===== config.mk =====
export PLATFORM = sky130hd
export DESIGN_NAME = ili9341_xfer_seq
export DESIGN_NICKNAME = d
export VERILOG_FILES = /design/src/rtl/ili9341_xfer_seq.sv
export SDC_FILE = /design/constraint.sdc
export NUM_CORES = 1
export LEC_CHECK = 0
export BUFFER_PORTS_ARGS = -buffer_cell sky130_fd_sc_hd__buf_2
export CAP_MARGIN = 10
export CORE_MARGIN = 10
export CORE_UTILIZATION = 57
export CTS_BUF_LIST = sky130_fd_sc_hd__clkbuf_8
export CTS_CLUSTER_DIAMETER = 60
export DETAILED_ROUTE_END_ITERATION = 12
export PLACE_DENSITY = 0.85
export SYNTH_ARGS = -nofsm -noshare
export SYNTH_HDL_FRONTEND = slang
export SYNTH_SLANG_ARGS = --single-unit
export TNS_END_PERCENT = 100

===== constraint.sdc =====
create_clock -name clk -period 5.2 [get_ports clk]
set_clock_uncertainty 0.1 [all_clocks]
set_input_delay 0.52 -clock clk [delete_from_list [all_inputs] [get_ports clk]]
set_output_delay 0.52 -clock clk [all_outputs]
set_load 0.05 [all_outputs]

===== src/rtl/ili9341_xfer_seq.sv =====
// ILI9341 frame sequencer: one opcode byte (DC=0) then cmd_len data bytes (DC=1) onto a byte SPI engine.
// Define ILI_HWRST_EN to add the lcd_rst_n pulse (RST_CYC low, then RST_WAIT settle) after reset.
module ili9341_xfer_seq #(
  parameter int unsigned LEN_W    = 16,
  parameter int unsigned CS_GAP   = 4
`ifdef ILI_HWRST_EN
  ,
  parameter int unsigned RST_CYC  = 1000,
  parameter int unsigned RST_WAIT = 5000
`endif
) (
  input  logic             clk,
  input  logic             rst,
  input  logic             cmd_valid,
  output logic             cmd_ready,
  input  logic [7:0]       cmd_byte,
  input  logic [LEN_W-1:0] cmd_len,
  input  logic             dat_valid,
  output logic             dat_ready,
  input  logic [7:0]       dat_byte,
  output logic             spi_send,
  output logic [7:0]       spi_byte,
  input  logic             spi_done,
  output logic             lcd_dc,
  output logic             lcd_cs_n,
`ifdef ILI_HWRST_EN
  output logic             lcd_rst_n,
`endif
  output logic             busy
);

  localparam int unsigned GapW = (CS_GAP > 1) ? $clog2(CS_GAP) : 1;

  typedef enum logic [3:0] {
    StRstLo, StRstHi, StIdle, StCmdTx, StCmdWt, StDatRq, StDatTx, StDatWt, StGap
  } state_e;

  state_e            state_q, state_d;
  logic [LEN_W-1:0]  cnt_q, cnt_d;
  logic [7:0]        byte_q, byte_d;
  logic              dc_q, dc_d;
  logic [GapW-1:0]   gap_q, gap_d;

`ifdef ILI_HWRST_EN
  localparam int unsigned RstMax = (RST_CYC > RST_WAIT) ? RST_CYC : RST_WAIT;
  localparam int unsigned RstW   = (RstMax > 1) ? $clog2(RstMax) : 1;
  logic [RstW-1:0] rcnt_q, rcnt_d;
`endif

  always_ff @(posedge clk or posedge rst) begin
    if (rst) begin
      state_q <= StRstLo;
      cnt_q   <= '0;
      byte_q  <= 8'h00;
      dc_q    <= 1'b0;
      gap_q   <= '0;
`ifdef ILI_HWRST_EN
      rcnt_q  <= RstW'(RST_CYC - 1);
`endif
    end else begin
      state_q <= state_d;
      cnt_q   <= cnt_d;
      byte_q  <= byte_d;
      dc_q    <= dc_d;
      gap_q   <= gap_d;
`ifdef ILI_HWRST_EN
      rcnt_q  <= rcnt_d;
`endif
    end
  end

  always_comb begin
    state_d   = state_q;
    cnt_d     = cnt_q;
    byte_d    = byte_q;
    dc_d      = dc_q;
    gap_d     = gap_q;
`ifdef ILI_HWRST_EN
    rcnt_d    = rcnt_q;
`endif
    cmd_ready = 1'b0;
    dat_ready = 1'b0;
    spi_send  = 1'b0;
    lcd_cs_n  = 1'b1;
    busy      = 1'b1;

    unique case (state_q)
      StRstLo: begin
`ifdef ILI_HWRST_EN
        if (rcnt_q == '0) begin
          state_d = StRstHi;
          rcnt_d  = RstW'(RST_WAIT - 1);
        end else begin
          rcnt_d  = rcnt_q - 1'b1;
        end
`else
        state_d = StIdle;
`endif
      end
      StRstHi: begin
`ifdef ILI_HWRST_EN
        if (rcnt_q == '0) state_d = StIdle;
        else              rcnt_d  = rcnt_q - 1'b1;
`else
        state_d = StIdle;
`endif
      end
      StIdle: begin
        cmd_ready = 1'b1;
        busy      = 1'b0;
        if (cmd_valid) begin
          byte_d  = cmd_byte;
          cnt_d   = cmd_len;
          dc_d    = 1'b0;
          state_d = StCmdTx;
        end
      end
      StCmdTx: begin
        lcd_cs_n = 1'b0;
        spi_send = 1'b1;
        state_d  = StCmdWt;
      end
      StCmdWt, StDatWt: begin
        lcd_cs_n = 1'b0;
        // cnt already counts the byte in flight, so zero here means the frame is complete
        if (spi_done) begin
          if (cnt_q == '0) begin
            state_d = StGap;
            gap_d   = GapW'(CS_GAP - 1);
          end else begin
            state_d = StDatRq;
          end
        end
      end
      StDatRq: begin
        lcd_cs_n  = 1'b0;
        dat_ready = 1'b1;
        if (dat_valid) begin
          byte_d  = dat_byte;
          dc_d    = 1'b1;
          state_d = StDatTx;
        end
      end
      StDatTx: begin
        lcd_cs_n = 1'b0;
        spi_send = 1'b1;
        cnt_d    = cnt_q - 1'b1;
        state_d  = StDatWt;
      end
      StGap: begin
        if (gap_q == '0) state_d = StIdle;
        else             gap_d   = gap_q - 1'b1;
      end
      default: state_d = StIdle;
    endcase
  end

  assign spi_byte = byte_q;
  assign lcd_dc   = dc_q;
`ifdef ILI_HWRST_EN
  assign lcd_rst_n = (state_q != StRstLo);
`endif

endmodule


==> results.md, run 1 <==
- Worst hold margin: 0.203 ns
- Number of hold violations in the final report: 0
- Worst Slack Setup Final: 2.42 ns
- Wire length on met1: between 2 and 2.5 mm
- Status: finished, final reports clean
- Die height: 78.8 um
- Adder-cell share of the synthesized area: around 2.4%
- Compound-Gate Fraction of Synth Area: 17.1%
- Buffers added on ports: 50
- Slew Limit Fails: 0
- Syn_nets: about 270
- Crit path time final: 2.78 ns
- Crit Path Category: flip-flop to output pin
- Storage cell area: 776 um2
- Core utilization of the finished layout: a little over two thirds
- DIE AREA: 6210 um2
- Actual slew at the worst max-slew pin: 1.10 ns
- Reg-to-reg critical path endpoint: cnt_q[5]
- Sum of routed wire length over all layers: 4.83 mm
- Sequential element share of the synthesized area: 39.3%
- Placed Cells incl. Taps: 308
- GRT Util Overall: 15.5%
- Final Instance Count excl. Fillers: 316
- Floorplan row count: 21
- Cell at the root of the clock tree: sky130_fd_sc_hd__clkbuf_8
- Crit-path cells: nand2b_1 -> nor2_2 -> buf_2
- Fillcell total: 288
- Worst min-delay path category: input port to asynchronous set/reset pin
- Starting utilization of the core area: 59.1%
- Ports placed on the boundary: 51
- Clock latency reported for the late side of the worst-skew pair: 0.28 ns
- Antenna diode instance count: 0
- Power density over cell area: 622 nW/um2
- Critical Path Fanout Max: 25
- Final count of negative-setup-slack endpoints: 0
- Largest net degree at the start of global routing: 32
- # Max-Cap Violations: 0
- Final total negative setup slack: 0 ns
- Maximum achievable frequency: 360 MHz
- Number of global-route vias before repair: between 1500 and 2000
- Post-synthesis sequential element count: 31
- TritonCTS clock tree: yes
- Setup fix buffers added after clock tree synthesis: 0
- Count of routing violations after the opening detailed-route iteration: 111
- Critical Path AT: 2.16 ns
- Part of the cycle the worst path needs: approximately 53%
- Post-synth cell types: 54
- RSZ-0062 raised after global routing: false
- Proportion of synthesized flip-flops having asynchronous set or reset: 100%
- Stage delay of the slowest cell on the critical path: 0.82 ns
- WL/cell: 15.3 um
- Number of warnings reported in the yosys synthesis log: 0
- Number of buffers between clock root and the deepest sink: 2
- Mux share of post-synthesis cell area: under 10%
- Fraction of final layout cells with drive strength greater than 1: 25.6%
- # nets final: 309
- Drc violations: 0
- Horizontal die dimension: 78.8 um
- Worst reg2reg setup slack: 2.72 ns
- Largest family of logic cells by synthesized area: simple AND/OR/NAND/NOR gates
- Crit end category: output pin
- Final weighted congestion of routability-driven global placement: ~0.82
- Worst EP required: 4.58 ns
- Met3 WL post-DR: 380 um
- Total area of multi-input combinational cells: 1110 um2
- Cts repair resizes: 0
- Grt ovf: 0
- Highest signal layer in the routed design: met4
- Remaining number of nets flagged by the antenna check after routing: 0
- Average footprint of a synthesized cell: 8.76 um2
- Via count of the routed design: around 1800
- H-tree level count: 2
- Hpwl dp: 3.50 mm
- Leakage dissipation: slightly below 0.001 uW
- CP Launch Type: flip-flop
- Post-synthesis cell area: 1970 um2
- Syn Inst Count: 225
- Depth of the most critical reg-to-reg path: 4
- Max-slew headroom: around a quarter
- Top FF cell, synth: sky130_fd_sc_hd__dfrtp_1
- Synth Area in Simple Gates: 29.4%
- Reg-to-reg critical path startpoint: state_q[2]
- Critical path's slowest cell: sky130_fd_sc_hd__dfrtp_1
- Placeable core area: 3340 um2
- Post-cts hold buffer count: 0
- Post-place setup slack: around 2.7 ns
- Number of detailed-route iterations in the first pass: 4
- Area delta synth->final: 18.7%
- Global-route wire length before repair: 8.01 mm
- Sink Count: 31
- Number of buffers created by CTS: 5
- Clock transition at the registers of the reported paths: 0.07 ns
- Avg Vias per Cell: 5.74
- IR Drop Worst-Case VDD: roughly 370 uV
- Initial antenna violation count: 0
- Area share of xor/xnor cells in the synthesized design: less than 1%
- Number of enable flip-flop cells after synthesis: 0
- Wire length on met2: 2.27 mm
## synth_stat cells, drive strengths merged, types with 3 or more instances
cell | number | area share, %
a211oi | 3 | 1.1
a21oi | 27 | 7.0
and3 | 4 | 1.3
buf | 5 | 1.2
clkbuf | 10 | 1.9
dfrtp | 31 | 39
ha | 3 | 1.9
inv | 8 | 1.5
mux2i | 11 | 5.6
nand2 | 8 | 1.5
nand2b | 7 | 2.2
nand3 | 4 | 1.0
nor2 | 27 | 5.3
nor3 | 13 | 3.3
nor3b | 3 | 1.1
nor4 | 10 | 3.9
nor4b | 3 | 1.6
o21ai | 9 | 2.3
## routing by layer
metal | vias to the layer above | global-route usage (%)
met5 | - | 0
met4 | 0 | 5.73
met3 | 5 | 6.87
li1 | 914 | -
met1 | 844 | 17.6
met2 | 51 | 25.4
## registers in the layout, summed over array words and instances, names as in the netlist
signal,count
gap_q,2
state_q,4
cnt_q,16
spi_byte,8
lcd_dc,1
## where the power goes
part	internal, uW	switching [uW]
logic	260	469
clock network	119	89.0
registers	352	167
## worst max-delay path by stage
stage / start / end
2_1_floorplan: state_q[1] / busy
3_3_place_gp: state_q[2] / dat_ready
3_5_place_dp: state_q[2] / dat_ready
4_1_cts: state_q[2] / dat_ready
5_1_grt: state_q[2] / dat_ready
6_report: state_q[2] / dat_ready
## cell families after synthesis
| group | after synthesis |
|---|---|
| buf+inv | 23 |
| flops | 31 |
| fa+ha+maj | 4 |
| compound gates | 55 |
| mux | 12 |
| simple gates | 98 |
| xor+xnor | 2 |
## worst max-delay path, delay by kind of cell (launching register included)
kind	cells	cell delay, ns
flip-flops	1	0.82
AND/OR/NAND/NOR	2	0.68
buffers and inverters	1	0.37
## metrics by stage
stage,instance area [um2],total power (uW)
after floorplan,1970,1080
after global placement,2240,1220
after detailed placement,2240,1250
after CTS,2340,1460
after global routing,2340,1560
final,2340,1450
## cell type report
type | count | share of cell area [%]
multi-input cells | 171 | 47.5
flip-flops and latches | 31 | 33.2
repair buffers | 52 | 11.3
clock buffers | 7 | 4.12
well taps | 46 | 2.46
inverters | 8 | 1.28
clock inverters | 1 | 0.160
## cells in the final DEF, fill, tap and decap left out, types with 3 or more instances in the layout
| cell type | n |
|---|---|
| sky130_fd_sc_hd__nand2_1 | 8 |
| sky130_fd_sc_hd__nor3b_1 | 3 |
| sky130_fd_sc_hd__ha_1 | 3 |
| sky130_fd_sc_hd__nor3_1 | 13 |
| sky130_fd_sc_hd__nor2_1 | 26 |
| sky130_fd_sc_hd__nand3_1 | 4 |
| sky130_fd_sc_hd__nor4_1 | 9 |
| sky130_fd_sc_hd__a21oi_1 | 26 |
| sky130_fd_sc_hd__inv_1 | 9 |
| sky130_fd_sc_hd__a211oi_1 | 3 |
| sky130_fd_sc_hd__buf_2 | 50 |
| sky130_fd_sc_hd__o21ai_0 | 7 |
| sky130_fd_sc_hd__clkbuf_8 | 7 |
| sky130_fd_sc_hd__nand2b_1 | 7 |
| sky130_fd_sc_hd__mux2i_1 | 11 |
| sky130_fd_sc_hd__and3_1 | 4 |
| sky130_fd_sc_hd__dfrtp_1 | 31 |
No activity file was read; power rests on OpenSTA's default activity.
==> run 2, diff against run 1 <==
--- a/config.mk
+++ b/config.mk
@@ -5,14 +5,15 @@
 export SDC_FILE = /design/constraint.sdc
 export NUM_CORES = 1
 export LEC_CHECK = 0
+export ABC_AREA = 1
 export BUFFER_PORTS_ARGS = -buffer_cell sky130_fd_sc_hd__buf_2
 export CAP_MARGIN = 10
 export CORE_MARGIN = 10
-export CORE_UTILIZATION = 57
+export CORE_UTILIZATION = 50
 export CTS_BUF_LIST = sky130_fd_sc_hd__clkbuf_8
 export CTS_CLUSTER_DIAMETER = 60
 export DETAILED_ROUTE_END_ITERATION = 12
-export PLACE_DENSITY = 0.85
+export PLACE_DENSITY = 0.78
 export SYNTH_ARGS = -nofsm -noshare
 export SYNTH_HDL_FRONTEND = slang
 export SYNTH_SLANG_ARGS = --single-unit
==> constraint.sdc (replaced) <==
create_clock -name clk -period 2.5 [get_ports clk]
set_clock_uncertainty 0.1 [all_clocks]
set_input_delay 0.25 -clock clk [delete_from_list [all_inputs] [get_ports clk]]
set_output_delay 0.25 -clock clk [all_outputs]
set_load 0.05 [all_outputs]
==> run 2 against run 1 <==
  * Synthesized area up 7.1%
  * Die area up 16%
  * First-iteration DRC count up 0.90%
  * Sequential power up 91%
==> results.md, run 2 <==
- Switch Pwr: 1800 uW
- Library cell occupying the most area in the post-synthesis netlist: sky130_fd_sc_hd__dfrtp_1
- TritonCTS clock tree: yes
- Max-slew headroom: 72.6%
- Largest net degree at the start of global routing: 32
- # nets final: roughly 430
- Worst EP required: approximately 2.2 ns
- Worst hold margin: ~0.10 ns
- Post-synth cell types: 28
- Total area of multi-input combinational cells: ~1100 um2
- Hpwl dp: 4.07 mm
- Final cell area excluding filler cells: 2480 um2
- Number of detailed-route iterations in the first pass: 4
- Fillcell total: 388
- Leakage dissipation: 0.00141 uW
- Global-route wire length before repair: between 9 and 10 mm
- Crit end category: output pin
- Cell at the root of the clock tree: sky130_fd_sc_hd__clkbuf_8
- Largest family of logic cells by synthesized area: simple AND/OR/NAND/NOR gates
- # Max-Cap Violations: 0
- Largest register by flop count: cnt_q
- Synth Area in Simple Gates: 45.1%
- GRT Util Overall: 15.2%
- Depth of the most critical reg-to-reg path: 7
- Synth top cells by count: sky130_fd_sc_hd__nand2_1 (139), sky130_fd_sc_hd__nor2_1 (44), sky130_fd_sc_hd__dfrtp_1 (31)
- Post-synthesis cell area: around 2100 um2
- Stage delay of the slowest cell on the critical path: roughly 0.59 ns
- Sum of routed wire length over all layers: 5.26 mm
- Clock latency reported for the late side of the worst-skew pair: 0.28 ns
- Critical Path AT: 1.66 ns
- Actual slew at the worst max-slew pin: 0.410 ns
- Syn_nets: between 300 and 400
- Adder-cell share of the synthesized area: around 1.8%
- Die height: between 80 and 90 um
- Final total negative setup slack: 0 ns
- Floorplan row count: 23
- Internal power: 1510 uW
- Commonest cells after routing, fill and taps aside: sky130_fd_sc_hd__nand2_1 (139), sky130_fd_sc_hd__buf_2 (50), sky130_fd_sc_hd__nor2_1 (44), sky130_fd_sc_hd__dfrtp_1 (31), sky130_fd_sc_hd__inv_1 (30)
- GR Util met1: around 17%
- Ports placed on the boundary: 51
- Final Instance Count excl. Fillers: 436
- Sw Ratio: 54.5%
- Final weighted congestion of routability-driven global placement: 0.891
- Share of power burned in the clock network: 10.9%
- Status: finished, final reports clean
- RSZ-0062 raised after global routing: false
- Avg Vias per Cell: 4.81
- CP Launch Type: flip-flop
- Fraction of final layout cells with drive strength greater than 1: 22.3%
- H-tree level count: 2
- Fraction of power consumed by combinational cells: 59.3%
- Worst min-delay path category: input port to flip-flop
- Compound-Gate Fraction of Synth Area: 6.81%
- Placeable core area: 4060 um2
- Instance area after placement: ~2400 um2
- Sink Count: 31
- Initial antenna violation count: 0
- Buffers added on ports: 50
- Part of the cycle the worst path needs: 80.4%
- Number of buffers between clock root and the deepest sink: 2
- Critical Path Fanout Max: 11
- Main area contributors after synthesis: sky130_fd_sc_hd__dfrtp_1 (37%), sky130_fd_sc_hd__nand2_1 (25%), sky130_fd_sc_hd__nor2_1 (7.8%), sky130_fd_sc_hd__nand3_1 (5.7%), sky130_fd_sc_hd__inv_1 (5.2%)
- Mux share of post-synthesis cell area: 0%
- Most common cell after layout, fill and taps aside: sky130_fd_sc_hd__nand2_1
- Area share of xor/xnor cells in the synthesized design: 0.415%
- Count of routing violations after the opening detailed-route iteration: around 110
- DIE AREA: 7220 um2
- Flip-flop count of the largest register after layout: 16
- IR Drop Worst-Case VDD: 884 uV
- Number of global-route vias before repair: 2132
- Power density over cell area: 1330 nW/um2
- Worst reg2reg setup slack: 0.77 ns
- Number of hold violations in the final report: 0
- Critical path's slowest cell: sky130_fd_sc_hd__dfrtp_1
- Core utilization of the finished layout: 61.2%
- Number of warnings reported in the yosys synthesis log: 0
- WL/cell: 12.1 um
- Starting utilization of the core area: 52.1%
- Sink of the worst hold path: lcd_dc
- Placed Cells incl. Taps: 429
- Power share of the sequential group: between 20 and 30%
- Most instantiated library cell after synthesis: sky130_fd_sc_hd__nand2_1
- Final count of negative-setup-slack endpoints: 0
- Remaining number of nets flagged by the antenna check after routing: 0
- Horizontal die dimension: 85.0 um
- Setup fix buffers added after clock tree synthesis: 0
- Global Route met3 Usage: between 3 and 4%
- Reg-to-reg critical path endpoint: cnt_q[1]
- Slew Limit Fails: 0
- Grt ovf: 0
- Fraction of synthesized cell area taken by the top area cell type: 36.7%
- Syn Inst Count: 332
- Storage cell area: 776 um2
- Crit-path cells: nand2_2 -> inv_2 -> nand2_4 -> clkinv_4 -> buf_2
- Crit path time final: 2.01 ns
- Area delta synth->final: 17.5%
- Crit Path Category: flip-flop to output pin
- Via count of the routed design: 2099
- Post-synthesis sequential element count: 31
- Average footprint of a synthesized cell: around 6.4 um2
- Clock transition at the registers of the reported paths: 0.06 ns
- Antenna diode instance count: 0
- Depth of the worst hold-timing path: 3
- Met2 track demand over resource: 26.7%
- Top FF cell, synth: sky130_fd_sc_hd__dfrtp_1
- Proportion of synthesized flip-flops having asynchronous set or reset: 100%
- Reg-to-reg critical path startpoint: state_q[2]
- Drc violations: 0
- Sequential element share of the synthesized area: 36.7%
- Number of enable flip-flop cells after synthesis: 0
- Number of buffers created by CTS: 5
- Global-route layer with the greatest usage: met2
- Hold path startpoint: dat_valid
- Maximum achievable frequency: between 400 and 500 MHz
run 2: cell types whose count changed in the layout (fill, tap and decap cells not counted), moves of 6 or more:
cell and change:
sky130_fd_sc_hd__nand2_1 +131, sky130_fd_sc_hd__a21oi_1 -22, sky130_fd_sc_hd__inv_1 +21, sky130_fd_sc_hd__nand3_1 +20, sky130_fd_sc_hd__nor2_1 +18, sky130_fd_sc_hd__mux2i_1 -11
sky130_fd_sc_hd__nor3_1 -11, sky130_fd_sc_hd__nor4_1 -9, sky130_fd_sc_hd__inv_2 +8, sky130_fd_sc_hd__nand2b_1 -7, sky130_fd_sc_hd__nand2_2 +6, sky130_fd_sc_hd__o21ai_1 +6
run 2: cell type report:
type | count | area share (%)
clock inverters | 1 | 0.151
well taps | 50 | 2.52
flip-flops and latches | 31 | 31.3
repair buffers | 53 | 11.1
inverters | 39 | 6.20
multi-input cells | 257 | 46.0
clock buffers | 5 | 2.77
run 2: logic make-up after synthesis:
family                     Yosys count
and+or+nand+nor                    228
buffers and inverters               44
DFF                                 31
AOI/OAI and AO/OA                   25
adders and majority gates            3
xor gates and xnor gates             1
run 2: layer usage:
layer  vias up  part of all wire, %
met2        48                   49
met4         0                  1.6
li1       1127                    -
met5         -                    0
met3        10                  4.9
met1       914                   45
run 2: what timing repair did:
action	4_1_cts	5_1_grt
gates resized for setup	0	0
hold buffers	1	0
endpoints found under the hold margin	31	0
run 2: how the worst max path moves through the flow:
stage,endpoint,startpoint
floorplan,spi_byte[0],state_q[2]
CTS,dat_ready,state_q[2]
finish,dat_ready,state_q[2]
global placement,spi_send,state_q[2]
detailed placement,spi_byte[3],state_q[2]
global route,spi_send,state_q[2]
run 2: power groups by stage:
| stage | combinational (uW) | sequential [uW] | clock, uW |
|---|---|---|---|
| after floorplan | 1400 | 1160 | 0 |
| after global placement | 1940 | 987 | 0 |
| after detailed placement | 1970 | 993 | 0 |
| after CTS | 1980 | 986 | 368 |
| after global routing | 2240 | 1030 | 382 |
| final | 1960 | 989 | 360 |
run 2: per-stage QoR:
| stage | setup WS, ns | power (uW) |
|---|---|---|
| after floorplan | 0.490 | 2560 |
| after global placement | 0.822 | 2930 |
| after detailed placement | 0.799 | 2960 |
| after CTS | 0.495 | 3330 |
| after global routing | 0.379 | 3650 |
| final | 0.491 | 3310 |
run 2: worst max-delay path, delay by kind of cell, from the launching register on:
kind | cells | cell delay, ns
flip-flops | 1 | 0.59
buffers and inverters | 3 | 0.51
AND/OR/NAND/NOR | 2 | 0.27
==> run 3, diff against run 2 <==
--- a/config.mk
+++ b/config.mk
@@ -5,11 +5,11 @@
 export SDC_FILE = /design/constraint.sdc
 export NUM_CORES = 1
 export LEC_CHECK = 0
-export ABC_AREA = 1
+export ABC_AREA = 0
 export BUFFER_PORTS_ARGS = -buffer_cell sky130_fd_sc_hd__buf_2
 export CAP_MARGIN = 10
 export CORE_MARGIN = 10
-export CORE_UTILIZATION = 50
+export CORE_UTILIZATION = 49
 export CTS_BUF_LIST = sky130_fd_sc_hd__clkbuf_8
 export CTS_CLUSTER_DIAMETER = 60
 export DETAILED_ROUTE_END_ITERATION = 12
==> constraint.sdc (replaced) <==
create_clock -name clk -period 1.6 [get_ports clk]
set_clock_uncertainty 0.1 [all_clocks]
set_input_delay 0.16 -clock clk [delete_from_list [all_inputs] [get_ports clk]]
set_output_delay 0.16 -clock clk [all_outputs]
set_load 0.05 [all_outputs]
==> run 3 against run 2 <==
  * The run now fails in global routing
  * Synthesized cell count down 32%
  * Synthesized area decreased by 6.6%
==> results.md, run 3 <==
- Post-synth cell types: 54
- Average footprint of a synthesized cell: 8.76 um2
- Syn Inst Count: 225
- Die height: around 83 um
- Syn_nets: 265
- Main area contributors after synthesis: sky130_fd_sc_hd__dfrtp_1 (39%), sky130_fd_sc_hd__a21oi_1 (6.6%), sky130_fd_sc_hd__mux2i_1 (5.6%), sky130_fd_sc_hd__nor2_1 (4.9%), sky130_fd_sc_hd__nor3_1 (3.3%)
- Sequential element share of the synthesized area: around two fifths
- Final weighted congestion of routability-driven global placement: 0.807
- H-tree level count: 2
- Status: aborted with a tool error
- Number of buffers created by CTS: 5
- Number of warnings reported in the yosys synthesis log: 0
- Cell at the root of the clock tree: sky130_fd_sc_hd__clkbuf_8
- Worst-slack endpoint at the end of global-route timing repair: cnt_q[12]$_DFFE_PP0P_/D
- Largest net degree at the start of global routing: 32
- Proportion of synthesized flip-flops having asynchronous set or reset: 100%
- Post-synthesis sequential element count: 31
- Floorplan row count: 22
- Instance area after placement: 2760 um2
- Number of buffers between clock root and the deepest sink: 2
- Ports placed on the boundary: 51
- Grt ovf: 53
- Synth top cells by count: sky130_fd_sc_hd__dfrtp_1 (31), sky130_fd_sc_hd__a21oi_1 (26), sky130_fd_sc_hd__nor2_1 (26)
- GRT Util Overall: 60.3%
- Worst_ep kind: register data pin
- Stage at which the flow ended: global routing
- Top FF cell, synth: sky130_fd_sc_hd__dfrtp_1
- Post-synthesis cell area: 1970 um2
- Fraction of synthesized cell area taken by the top area cell type: 39.3%
- Most instantiated library cell after synthesis: sky130_fd_sc_hd__dfrtp_1
- Horizontal die dimension: 83.4 um
- Number of enable flip-flop cells after synthesis: 0
- Buffers added on ports: 50
- Sink Count: 31
- Starting utilization of the core area: 52.3%
- Library cell occupying the most area in the post-synthesis netlist: sky130_fd_sc_hd__dfrtp_1
- Hpwl dp: 4.50 mm
- Tool error: [ERROR GRT-0232] Routing congestion too high. Check the congestion heatmap in the GUI.
## run 3: changes by cell type after synthesis, moves of 18 or more
cell | before | now
sky130_fd_sc_hd__nand2_1 | 139 | 8
sky130_fd_sc_hd__a21oi_1 | 4 | 26
sky130_fd_sc_hd__inv_1 | 29 | 8
sky130_fd_sc_hd__nand3_1 | 24 | 4
sky130_fd_sc_hd__nor2_1 | 44 | 26
## run 3: per-layer routing
metal  GRT usage, %  overflow
met1           59.1         0
met2           75.8        34
met3           48.5         0
met4           59.2        19
met5           7.58         0
## run 3: logic make-up after synthesis
group,share of synthesized area [%]
fa+ha+maj,2.41
compound gates,17.1
buf+inv,4.63
xor+xnor,0.888
flops,39.3
simple gates,29.4
mux,6.16
## run 3: stage by stage
step / instances / hold WS, ns / util, % / setup TNS (ns) / setup WS (ns)
4_1_cts: 387 / 0.0277 / 87.5 / -3.59 / -0.422
2_1_floorplan: 225 / 0.163 / - / -4.17 / -0.525
3_3_place_gp: 360 / 0.159 / 73.1 / -2.53 / -0.384
3_5_place_dp: 360 / 0.166 / 73.1 / -3.73 / -0.478
## run 3: what timing repair did
item	4_1_cts
hold buffers	1
setup buffers	24
endpoints found under the hold margin	31
gates resized for setup	63
endpoints found under the setup margin	34
pin swaps	19
==> run 4, diff against run 3 <==
--- a/config.mk
+++ b/config.mk
@@ -9,11 +9,9 @@
 export BUFFER_PORTS_ARGS = -buffer_cell sky130_fd_sc_hd__buf_2
 export CAP_MARGIN = 10
 export CORE_MARGIN = 10
-export CORE_UTILIZATION = 49
-export CTS_BUF_LIST = sky130_fd_sc_hd__clkbuf_8
-export CTS_CLUSTER_DIAMETER = 60
+export CORE_UTILIZATION = 40
 export DETAILED_ROUTE_END_ITERATION = 12
-export PLACE_DENSITY = 0.78
+export PLACE_DENSITY_LB_ADDON = 0.15
 export SYNTH_ARGS = -nofsm -noshare
 export SYNTH_HDL_FRONTEND = slang
 export SYNTH_SLANG_ARGS = --single-unit
==> constraint.sdc (replaced) <==
create_clock -name clk -period 2.1 [get_ports clk]
set_clock_uncertainty 0.1 [all_clocks]
set_input_delay 0.21 -clock clk [delete_from_list [all_inputs] [get_ports clk]]
set_output_delay 0.21 -clock clk [all_outputs]
set_load 0.05 [all_outputs]
==> run 4 against run 3 <==
  * The flow now finishes without violations
==> results.md, run 4 (synthesis results as in run 1) <==
- Area delta synth->final: 32.6%
- Commonest cells after routing, fill and taps aside: sky130_fd_sc_hd__buf_2 (50), sky130_fd_sc_hd__dfrtp_1 (31), sky130_fd_sc_hd__nor2_1 (26), sky130_fd_sc_hd__a21oi_1 (26), sky130_fd_sc_hd__buf_4 (23)
- Ports placed on the boundary: between 50 and 60
- Drc violations: 0
- Starting utilization of the core area: just over 40%
- Worst hold margin: slightly above 0.08 ns
- Fillcell total: 453
- Crit Path Category: flip-flop to flip-flop
- Worst EP required: 2.21 ns
- Final cell area excluding filler cells: 2610 um2
- Flip-flop count of the largest register after layout: 16
- CP Launch Type: flip-flop
- GRT Util Overall: 13.2%
- Placed Cells incl. Taps: roughly 350
- Remaining number of nets flagged by the antenna check after routing: 0
- Maximum achievable frequency: roughly 490 MHz
- WL/cell: 14.7 um
- Largest net degree at the start of global routing: 32
- Final Instance Count excl. Fillers: 359
- Number of hold violations in the final report: 0
- Sum of routed wire length over all layers: 5.26 mm
- Clock latency reported for the late side of the worst-skew pair: 0.28 ns
- Slew Limit Fails: 0
- Actual slew at the worst max-slew pin: 0.628 ns
- Final count of negative-setup-slack endpoints: 0
- Critical Path AT: between 2 and 2.5 ns
- H-tree level count: 2
- Number of global-route vias before repair: about 2000
- Global-route wire length before repair: 9.29 mm
- Worst min-delay path category: input port to flip-flop
- Core utilization of the finished layout: 55.0%
- Total area of multi-input combinational cells: approximately 1200 um2
- Power density over cell area: between 1500 and 2000 nW/um2
- Critical Path Fanout Max: 5
- Max-slew headroom: 58.1%
- IR Drop Worst-Case VDD: roughly 820 uV
- Avg Vias per Cell: ~5.3
- # nets final: 331
- Sink Count: 31
- Instance area after placement: between 2000 and 2500 um2
- Die height: about 90 um
- Number of buffers created by CTS: 5
- Count of routing violations after the opening detailed-route iteration: 77
- Number of buffers between clock root and the deepest sink: 2
- Horizontal die dimension: 90.2 um
- Buffers added on ports: 50
- Fraction of final layout cells with drive strength greater than 1: around a third
- Via count of the routed design: 1920
- Clock transition at the registers of the reported paths: 0.07 ns
- Cell at the root of the clock tree: sky130_fd_sc_hd__clkbuf_8
- RSZ-0062 raised after global routing: true
- Antenna diode instance count: 0
- Crit end category: flip-flop
- Final weighted congestion of routability-driven global placement: 0.810
- # Max-Cap Violations: 0
- DIE AREA: 8140 um2
- Leakage dissipation: around 0.0011 uW
- Hpwl dp: between 3 and 4 mm
- Initial antenna violation count: 0
- Largest register by flop count: cnt_q
- Placeable core area: 4750 um2
- Most common cell after layout, fill and taps aside: sky130_fd_sc_hd__buf_2
- Storage cell area: 776 um2
- Crit path time final: about 2 ns
- Floorplan row count: 25
- Grt ovf: 0
- Number of detailed-route iterations in the first pass: 4
- Part of the cycle the worst path needs: between 90% and 100%
- TritonCTS clock tree: yes
- Status: finished, final reports clean
-- run 4: critical path: stages, from the launching register on --
cell and delay, ns:
sky130_fd_sc_hd__dfrtp_1 0.39, sky130_fd_sc_hd__inv_2 0.10, sky130_fd_sc_hd__ha_4 0.14, sky130_fd_sc_hd__or4b_4 0.50
sky130_fd_sc_hd__or4_4 0.47, sky130_fd_sc_hd__a21oi_4 0.15, sky130_fd_sc_hd__a2bb2oi_2 0.14
-- run 4: final timing paths --
path                                to  cells past startpoint  slack, ns        start
setup reg to reg              cnt_q[8]                      6       0.05     cnt_q[1]
hold reg to reg            spi_byte[7]                      2       0.43  spi_byte[7]
max in group asynchronous     cnt_q[5]                      4       1.15          rst
min in group asynchronous  spi_byte[1]                      4       0.45          rst
hold / removal                  lcd_dc                      3       0.08    dat_valid
setup / recovery              cnt_q[8]                      6       0.05     cnt_q[1]
-- run 4: report_power, final --
group	leakage [uW]	switching [uW]	total [uW]	internal [uW]
Clock	0.0000612	233	617	384
Combinational	0.000707	1450	2320	865
Sequential	0.000338	229	1100	874
Total	0.00111	1920	4040	2120
-- run 4: stage by stage --
step	setup TNS, ns	worst slack (ns)	power [uW]
floorplan	-0.0813	-0.0252	2720
global placement	0	0.0655	3360
detailed placement	0	0.0137	3370
CTS	0	0.0198	4020
global route	-0.0148	-0.0148	4350
finish	0	0.0498	4040
-- run 4: timing repair --
item / CTS / global route
hold buffers: 1 / 0
setup endpoints to repair: 2 / 2
endpoints found under the hold margin: 31 / 0
buffers inserted: 2 / 0
resized for setup: 2 / 5
-- run 4: final cells by class --
| cell class | count | area share [%] |
|---|---|---|
| Inverter | 8 | 1.15 |
| Sequential cell | 31 | 29.7 |
| Clock buffer | 6 | 3.16 |
| Tap cell | 67 | 3.21 |
| Multi-Input combinational cell | 171 | 44.9 |
| Clock inverter | 2 | 1.34 |
| Timing Repair Buffer | 74 | 16.6 |
-- run 4: routing by layer --
| layer | vias to the layer above | share of wire [%] | GRT usage [%] |
|---|---|---|---|
| met5 | - | 0 | 0 |
| met4 | 0 | 0.87 | 4.24 |
| met3 | 7 | 5.9 | 4.57 |
| met2 | 51 | 47 | 21.7 |
| met1 | 900 | 46 | 15.8 |
| li1 | 962 | - | - |
